**config.mk**
```make
export PLATFORM = sky130hd
export DESIGN_NAME = sha256_unpad_parse
export DESIGN_NICKNAME = d
export VERILOG_FILES = /design/src/rtl/sha256_unpad_parse.sv
export SDC_FILE = /design/constraint.sdc
export NUM_CORES = 1
export LEC_CHECK = 0
export BUFFER_PORTS_ARGS = -buffer_cell sky130_fd_sc_hd__clkbuf_2
export CAP_MARGIN = 30
export CORE_MARGIN = 5
export CORE_UTILIZATION = 45
export DETAILED_ROUTE_END_ITERATION = 10
export GPL_TIMING_DRIVEN = 0
export PLACE_DENSITY = 0.61
export SLEW_MARGIN = 25
export SYNTH_ARGS = -nofsm -noshare
export SYNTH_HDL_FRONTEND = slang
export SYNTH_SLANG_ARGS = --single-unit
```
**constraint.sdc**
```tcl
create_clock -name clk -period 4.15 [get_ports clk]
set_clock_uncertainty 0.15 [all_clocks]
set_input_delay 0.415 -clock clk [delete_from_list [all_inputs] [get_ports clk]]
set_output_delay 0.415 -clock clk [all_outputs]
set_load 0.02 [all_outputs]
```
**src/rtl/sha256_unpad_parse.sv**
```systemverilog
// Takes one padded 512-bit SHA-256 block as 16 words, checks its padding and length field,
// then replays the original message bytes with first/last strobes.
module sha256_unpad_parse #(
    parameter int MAX_BYTES  = 55,
    parameter bit CHECK_ZERO = 1'b1
) (
    input  logic        clk,
    input  logic        rst,
    input  logic [31:0] din32,
    input  logic        din_valid,
    output logic        din_ready,
    output logic [7:0]  dout8,
    output logic        dout_valid,
    input  logic        dout_ready,
    output logic        byte_start,
    output logic        byte_stop,
    output logic [8:0]  msg_len,
    output logic        done,
    output logic        err_flag
);

    // Handshakes: a word moves when din_valid & din_ready at a rising edge; a byte moves when
    // dout_valid & dout_ready. dout8/strobes stay stable while a byte waits for dout_ready.
    typedef enum logic [2:0] {LOAD, CHECK, EMIT, DONE, ERR} state_t;

    state_t      state, state_nx;
    logic [31:0] words [16];
    logic [7:0]  blk_bytes [64];
    logic [3:0]  wcnt;
    logic [5:0]  bcnt;
    logic        rdy_q;
    logic        hs_in, hs_out;
    logic [63:0] len64;
    logic [5:0]  nb;
    logic [5:0]  nbytes_q;
    logic        last_byte;
    logic        fill_ok;
    logic        blk_valid;

    for (genvar k = 0; k < 64; k++) begin : g_bytes
        assign blk_bytes[k] = words[k / 4][31 - 8 * (k % 4) -: 8];
    end

    assign hs_in     = din_valid && din_ready;
    assign hs_out    = dout_valid && dout_ready;
    assign len64     = {words[14], words[15]};
    assign nb        = len64[8:3];
    assign nbytes_q  = msg_len[8:3];
    assign last_byte = (bcnt == nbytes_q - 6'd1);

    // Bytes after the marker up to the length field must be zero.
    always_comb begin
        fill_ok = 1'b1;
        for (int k = 0; k < 56; k++) begin
            if (CHECK_ZERO && (6'(k) > nb) && (blk_bytes[k] != 8'h00)) fill_ok = 1'b0;
        end
    end

    assign blk_valid = (len64[63:9] == 55'd0) && (len64[2:0] == 3'd0) &&
                       ({26'd0, nb} <= 32'(MAX_BYTES)) && (blk_bytes[nb] == 8'h80) && fill_ok;

    always_comb begin
        state_nx   = state;
        din_ready  = 1'b0;
        dout_valid = 1'b0;
        dout8      = 8'h00;
        byte_start = 1'b0;
        byte_stop  = 1'b0;
        done       = 1'b0;
        case (state)
            LOAD: begin
                din_ready = rdy_q;
                if (hs_in && wcnt == 4'd15) state_nx = CHECK;
            end
            CHECK: begin
                if (!blk_valid)      state_nx = ERR;
                else if (nb == 6'd0) state_nx = DONE;
                else                 state_nx = EMIT;
            end
            EMIT: begin
                dout_valid = 1'b1;
                dout8      = blk_bytes[bcnt];
                byte_start = (bcnt == 6'd0);
                byte_stop  = last_byte;
                if (hs_out && last_byte) state_nx = DONE;
            end
            DONE: begin
                done     = 1'b1;
                state_nx = LOAD;
            end
            ERR:     state_nx = LOAD;
            default: state_nx = LOAD;
        endcase
    end

    // rdy_q keeps din_ready low for the cycle coming out of reset.
    always_ff @(posedge clk or posedge rst) begin
        if (rst) begin
            state    <= LOAD;
            wcnt     <= 4'd0;
            bcnt     <= 6'd0;
            rdy_q    <= 1'b0;
            msg_len  <= 9'd0;
            err_flag <= 1'b0;
        end else begin
            rdy_q <= 1'b1;
            state <= state_nx;
            if (hs_in) begin
                wcnt <= wcnt + 4'd1;
                if (wcnt == 4'd0) err_flag <= 1'b0;
            end
            if (state == CHECK) begin
                msg_len <= len64[8:0];
                bcnt    <= 6'd0;
            end
            if (hs_out) bcnt <= bcnt + 6'd1;
            if (state == ERR) err_flag <= 1'b1;
        end
    end

    // Block storage needs no reset: it is only read after 16 fresh words.
    always_ff @(posedge clk) begin
        if (hs_in) words[wcnt] <= din32;
    end

endmodule

```
==> metrics.cfg, run 1 <==
[pwr]
p_comb_share_pct = 18.3
p_leak_nw = 8.746
seqPwrFrac_pct = 45.8
total_power_mw = 14.19
clockPowerShare_pct = 35.8
p_int_mw = 10.22
p_sw_share_pct = 27.97
peakVddDrop_mv = 0.2818
p_switching_mw = 3.969
cellPowerDensity_nw_per_um2 = 495.3

[timing]
worst_slack_ns = -0.02157
slew_headroom_pct = 27.58
final-setup-viol-count = 1
hold_viol_final = 0
drv_slew = 0
fin_crit_sh_pct = 100.5
min_period_ns = 4.172
clock.fmax_ghz = 0.2397
rsz0062_at_grt = false
worst_pin_slew_ns = 1.086

[drt]
drc_errors = 0
first_pass_iters = 6
ant_nets = 0
vias = 17430
via_per_inst = 7.222
wl_per_cell_um = 39.62
routed_wl_um = 95640
detail_route.iter0.violations = 3109

[layout]
utilization_pct = 52.21
seqCellArea_sq_um = 15980
final_layout_size_suffix_gt1_share_pct = 26.51
nets = 1708
fillers = 4414
syn2layout_area_growth_pct = 15.46
fin_area_sq_um = 28650
multi_input_area_sq_um = 8610

[synth]
synth_common_cells = 512 x edfxtp_1, 184 x mux4_2, 105 x nor2_1
synth_top_area_cell = edfxtp_1
yosys.cell_count.top_type = edfxtp_1
synth_seq_area_share_pct = 64.38
synthArstFlopShare_pct = 4.478
yosys_warnings = 0
syn_nets = 1571
syn_area_per_cell_sq_um = 16.24
yosys-top-cells-area = edfxtp_1 62%, mux4_2 17%, dfrtp_1 2.4%
syn_area_sq_um = 24820
synth_edf_count = 512
syn-instance-count = 1528
synth_seq_cells = 536
netlist.area_leader.share_pct = 61.96
synthFlopType = edfxtp_1
synth.distinct_cells = 81

[floorplan]
fp.dieArea_sq_um = 59940
die_w_um = 244.8
initial_utilization_pct = 45.22
die_h_um = 244.8
coreArea_sq_um = 54880
ioPinCount = 59
row_count = 86

[cts]
postCtsSetupRepairBufs = 0
clkTransAtPathRegs_ns = 0.07
htree_levels = 2
cts-root-buf = clkbuf_16
cts_max_path_buffers = 3
clkLatencyLatePin_ns = 0.61
cts_inserted_buffers = 53
cts.sinks = 536
cts_tree = built

[critical_path]
cp-end-kind = primary output
worstSetupStartpoint = bcnt[1]
path_cells = clkbuf_2 > clkbuf_4 > mux4_2 > mux4_2 > mux2i_2 > a211oi_1 > clkbuf_2
r2r-start = words[15][4]
slowest_stage = mux4_2
slowest_delay_ns = 0.57
cp-start-kind = flop
path_max_fanout = 10
worstPathRequired_ns = 3.59
critical_path_class = reg2out
reg2reg_to = state[2]
critPathArrivalTime_ns = 3.61
r2r_cells = 11
r2r_slack_ns = 0.05

[hold_path]
min_to = bcnt[5]
hold-path-cell-count = 3
worstHoldStart = dout_ready
hold_class = in2reg

[global_routing]
grt_pass1_vias = 16840
grt_pass1_wl_um = 132500
track_usage_pct = 31.59
grt_max_degree = 30
overflow = 0
antenna_found_initial = 6

[placement]
dpl_worst_slack_ns = -0.5582
place_congestion = 1.018
io_buffer_count = 58
place_area_sq_um = 26620
dpl.hpwl_um = 65980

[status]
status = complete, but fails checks
violations = setup timing

[job]
cap_violations = 0

timing repair:
action	4_1_cts	5_1_grt
hold buffers	1	0
gates resized for setup	67	28
hold endpoints to repair	24	0
setup endpoints to repair	12	9
metrics by stage:
| stage | TNS, ns | instances | hold slack [ns] |
|---|---|---|---|
| floorplan | 0 | 1528 | 0.2796 |
| global placement | -42.10 | 2290 | 0.3166 |
| detailed placement | -3.577 | 2317 | 0.2760 |
| CTS | -0.01746 | 2413 | 0.02741 |
| global route | 0 | 2413 | 0.08419 |
| finish | -0.02157 | 2414 | 0.07417 |
cell type report:
| type | count | share of cell area [%] |
|---|---|---|
| antenna | 1 | 0.008734 |
| buffer | 90 | 1.834 |
| clock buffer | 67 | 4.961 |
| clock inverter | 32 | 1.345 |
| inverter | 14 | 0.1834 |
| multi-input combinational | 883 | 30.05 |
| sequential | 536 | 55.76 |
| tap | 704 | 3.074 |
| timing repair buffer | 87 | 2.782 |
cell families after synthesis:
logic type                 after synthesis  synth area share (%)
DFF                                    536                 64.38
and+or+nand+nor                        437                 9.167
AOI/OAI and AO/OA                      216                 5.995
muxes                                  213                 17.95
buffers and inverters                  109                 1.825
xor gates and xnor gates                 9                0.3177
adders and majority gates                7                0.3529
other                                    1               0.01511
worst max-delay path: cells and delay by family, from the launching register on:
kind | cells | cell delay [ns]
mux | 3 | 1.24
buf+inv | 3 | 1.08
flops | 1 | 0.51
compound gates | 1 | 0.15
state kept, by name (all words and copies together), names as in the netlist:
signal    count
bcnt          6
words       512
err_flag      1
wcnt          4
msg_len       9
rdy_q         1
state         3
layout by cell type, fill, tap and decap left out, drive strengths merged, types with 14 or more instances in the layout:
master | synthesis | layout
a211oi | 35 | 35
a21oi | 47 | 47
a22oi | 21 | 21
a31oi | 16 | 16
buf | 34 | 64
clkbuf | 61 | 179
clkinv | 2 | 20
dfrtp | 24 | 24
edfxtp | 512 | 512
mux2i | 25 | 25
mux4 | 185 | 185
nand2 | 69 | 69
nand3 | 33 | 33
nand4 | 19 | 19
nor2 | 106 | 106
nor2b | 15 | 15
nor3 | 66 | 66
nor4 | 75 | 75
o21ai | 37 | 37
or4 | 14 | 14
worst max path at each step:
stage	end	slack [ns]	cells past startpoint
finish	dout8[5]	-0.02	7
global route	dout8[2]	0.001	8
CTS	dout8[3]	-0.02	9
detailed placement	dout8[3]	-0.56	9
global placement	dout8[6]	-0.94	9
floorplan	state[0]	0.16	9
power by group through the flow:
stage / clock, mW / sequential [mW] / combinational, mW
2_1_floorplan: 0 / 6.58 / 1.35
3_3_place_gp: 0 / 6.60 / 2.33
3_5_place_dp: 0 / 6.59 / 2.50
4_1_cts: 5.10 / 6.49 / 2.53
5_1_grt: 5.32 / 6.53 / 2.68
6_report: 5.09 / 6.50 / 2.60
layer usage:
metal	vias up	global-route usage [%]	share of wire (%)
met4	4	13.61	5.7
met5	-	0	0.030
met3	285	7.992	13
li1	6685	-	-
met2	1519	47.76	44
met1	8940	44.07	37
(Power assumes the default switching activity.)
==> inputs of run 2 (changes only) <==
CORE_MARGIN = default   (was 5)
==> run 2 against run 1 <==
  * The run still ends with setup timing left
  * Register-to-register slack got worse by 0.09 ns
  * First-iteration DRC count rose by 1.4%
  * Fmax fell by 0.44%
  * Global-route usage rose by 2.5 points
  * Final cell count fell by 0.41%
  * Largest cell class unchanged
==> metrics.cfg, run 2 (same netlist as run 1, synthesis figures left out) <==
[status]
status = complete, but fails checks
violations = setup timing

[floorplan]
die_w_um = 236.8
fp.dieArea_sq_um = 56090
coreArea_sq_um = 54130
die_h_um = 236.8
initial_utilization_pct = 45.84
ioPinCount = 59
row_count = 85

[timing]
final-setup-viol-count = 2
drv_slew = 0
worst_pin_slew_ns = 1.064
fin_crit_sh_pct = 101.0
rsz0062_at_grt = false
clock.fmax_ghz = 0.2387
min_period_ns = 4.190
setup_tns_ns = -0.07474
hold_viol_final = 0
worst_slack_ns = -0.03986
slew_headroom_pct = 28.88
hold_ws_ns = 0.02895

[layout]
layout_commonest_cell = edfxtp_1
mostFrequentLayoutCells = 512 x edfxtp_1, 184 x mux4_2, 92 x nor2_1, 74 x nor4_1, 73 x clkbuf_2
reg_top3 = words (512), msg_len (9), bcnt (6)
nets = 1709
largest_reg_flops = 512
diodes = 0
syn2layout_area_growth_pct = 15.56
fillers = 4328
fin_cells = 2404
final_layout_size_suffix_gt1_share_pct = 27.11
largest_register = words
utilization_pct = 52.98
fin_area_sq_um = 28680

[pwr]
peakVddDrop_mv = 0.3660
p_switching_mw = 4.028
p_leak_nw = 8.769
seqPwrFrac_pct = 45.4
clockPowerShare_pct = 36.6
p_comb_share_pct = 18.0
total_power_mw = 14.33
p_sw_share_pct = 28.12
p_int_mw = 10.30
cellPowerDensity_nw_per_um2 = 499.6

[cts]
clkLatencyLatePin_ns = 0.63
cts-root-buf = clkbuf_16
htree_levels = 2
clkTransAtPathRegs_ns = 0.07
cts_max_path_buffers = 3
cts.sinks = 536
cts_inserted_buffers = 56
postCtsSetupRepairBufs = 0
cts_tree = built

[placement]
io_buffer_count = 58
place_inst = 2307
place_congestion = 1.043
place_area_sq_um = 26560
dpl.hpwl_um = 65120
dpl_worst_slack_ns = -0.8921

[global_routing]
antenna_found_initial = 2
grt_pass1_vias = 16960
use_met3_pct = 9.618
grt_pass1_wl_um = 130800
grt_max_degree = 31
grt.met2_usage_pct = 50.00
gr-max-usage-layer = met2
use_met1_pct = 47.26
track_usage_pct = 34.14
overflow = 0

[drt]
via_per_inst = 7.212
detail_route.iter0.violations = 3151
first_pass_iters = 9
vias = 17340
routed_wl_um = 94900
wl_per_cell_um = 39.48
ant_nets = 0
drc_errors = 0

[critical_path]
worstPathRequired_ns = 4.57
cp-end-kind = flop
critical_path_class = reg2reg
critPathArrivalTime_ns = 4.61
path_max_fanout = 10
cp-start-kind = flop

[hold_path]
hold_class = in2reg

[job]
cap_violations = 0

-- run 2: cell count changes in the layout (fill, tap and decap cells not counted), moves of 3 or more --
| cell | delta |
|---|---|
| clkinv_2 | +3 |
| clkinv_1 | -4 |
| buf_2 | -3 |
| buf_16 | -4 |
| mux2i_2 | -3 |
| clkbuf_4 | +4 |
| buf_1 | -3 |
| clkbuf_1 | -7 |
| buf_12 | +3 |
-- run 2: routing by layer --
metal,part of all wire (%),up-vias
met5,0.014,-
met2,44,1501
met1,37,8860
met3,14,294
li1,-,6681
met4,5.4,2
-- run 2: final cells by class --
| cell class | count | area, sq um | area share [%] |
|---|---|---|---|
| sequential | 536 | 15980 | 55.71 |
| inverter | 14 | 52.55 | 0.1832 |
| clock inverter | 37 | 437.9 | 1.527 |
| tap | 696 | 870.8 | 3.037 |
| multi-input combinational | 883 | 8602 | 30.00 |
| buffer | 90 | 541.8 | 1.889 |
| timing repair buffer | 85 | 747.0 | 2.605 |
| clock buffer | 63 | 1449 | 5.052 |
-- run 2: what timing repair did --
| item | 4_1_cts | 5_1_grt |
|---|---|---|
| pin swaps | 0 | 1 |
| hold buffers | 1 | 0 |
| gates cloned | 0 | 0 |
| endpoints found under the setup margin | 13 | 11 |
| hold endpoints to repair | 12 | 0 |
| gates resized for setup | 73 | 24 |
-- run 2: power groups by stage --
stage               clock [mW]  combinational (mW)  sequential [mW]
detailed placement           0                2.47             6.59
CTS                       5.26                2.50             6.49
global placement             0                2.30             6.60
finish                    5.25                2.58             6.50
global route              5.45                2.65             6.53
floorplan                    0                1.35             6.58
-- run 2: final timing paths --
path	startpoint	endpoint	slack [ns]	cells after the start
setup / recovery	words[15][4]	state[1]	-0.04	10
hold / removal	dout_ready	bcnt[5]	0.03	3
setup reg to reg	words[15][4]	state[1]	-0.04	10
hold reg to reg	msg_len[2]	msg_len[2]	0.34	2
max in group asynchronous	rst	bcnt[1]	3.11	4
min in group asynchronous	rst	wcnt[3]	0.24	3
-- run 2: worst max-delay path: stages (launching register included) --
cell and delay, ns:
edfxtp_1 0.46, buf_2 0.29, clkdlybuf4s15_2 0.63, mux2i_1 0.26
nor2_1 0.06, a2111oi_1 0.96, nor4_1 0.13, a32oi_1 0.35
a2bb2oi_2 0.14, a31oi_1 0.46, a31o_1 0.22
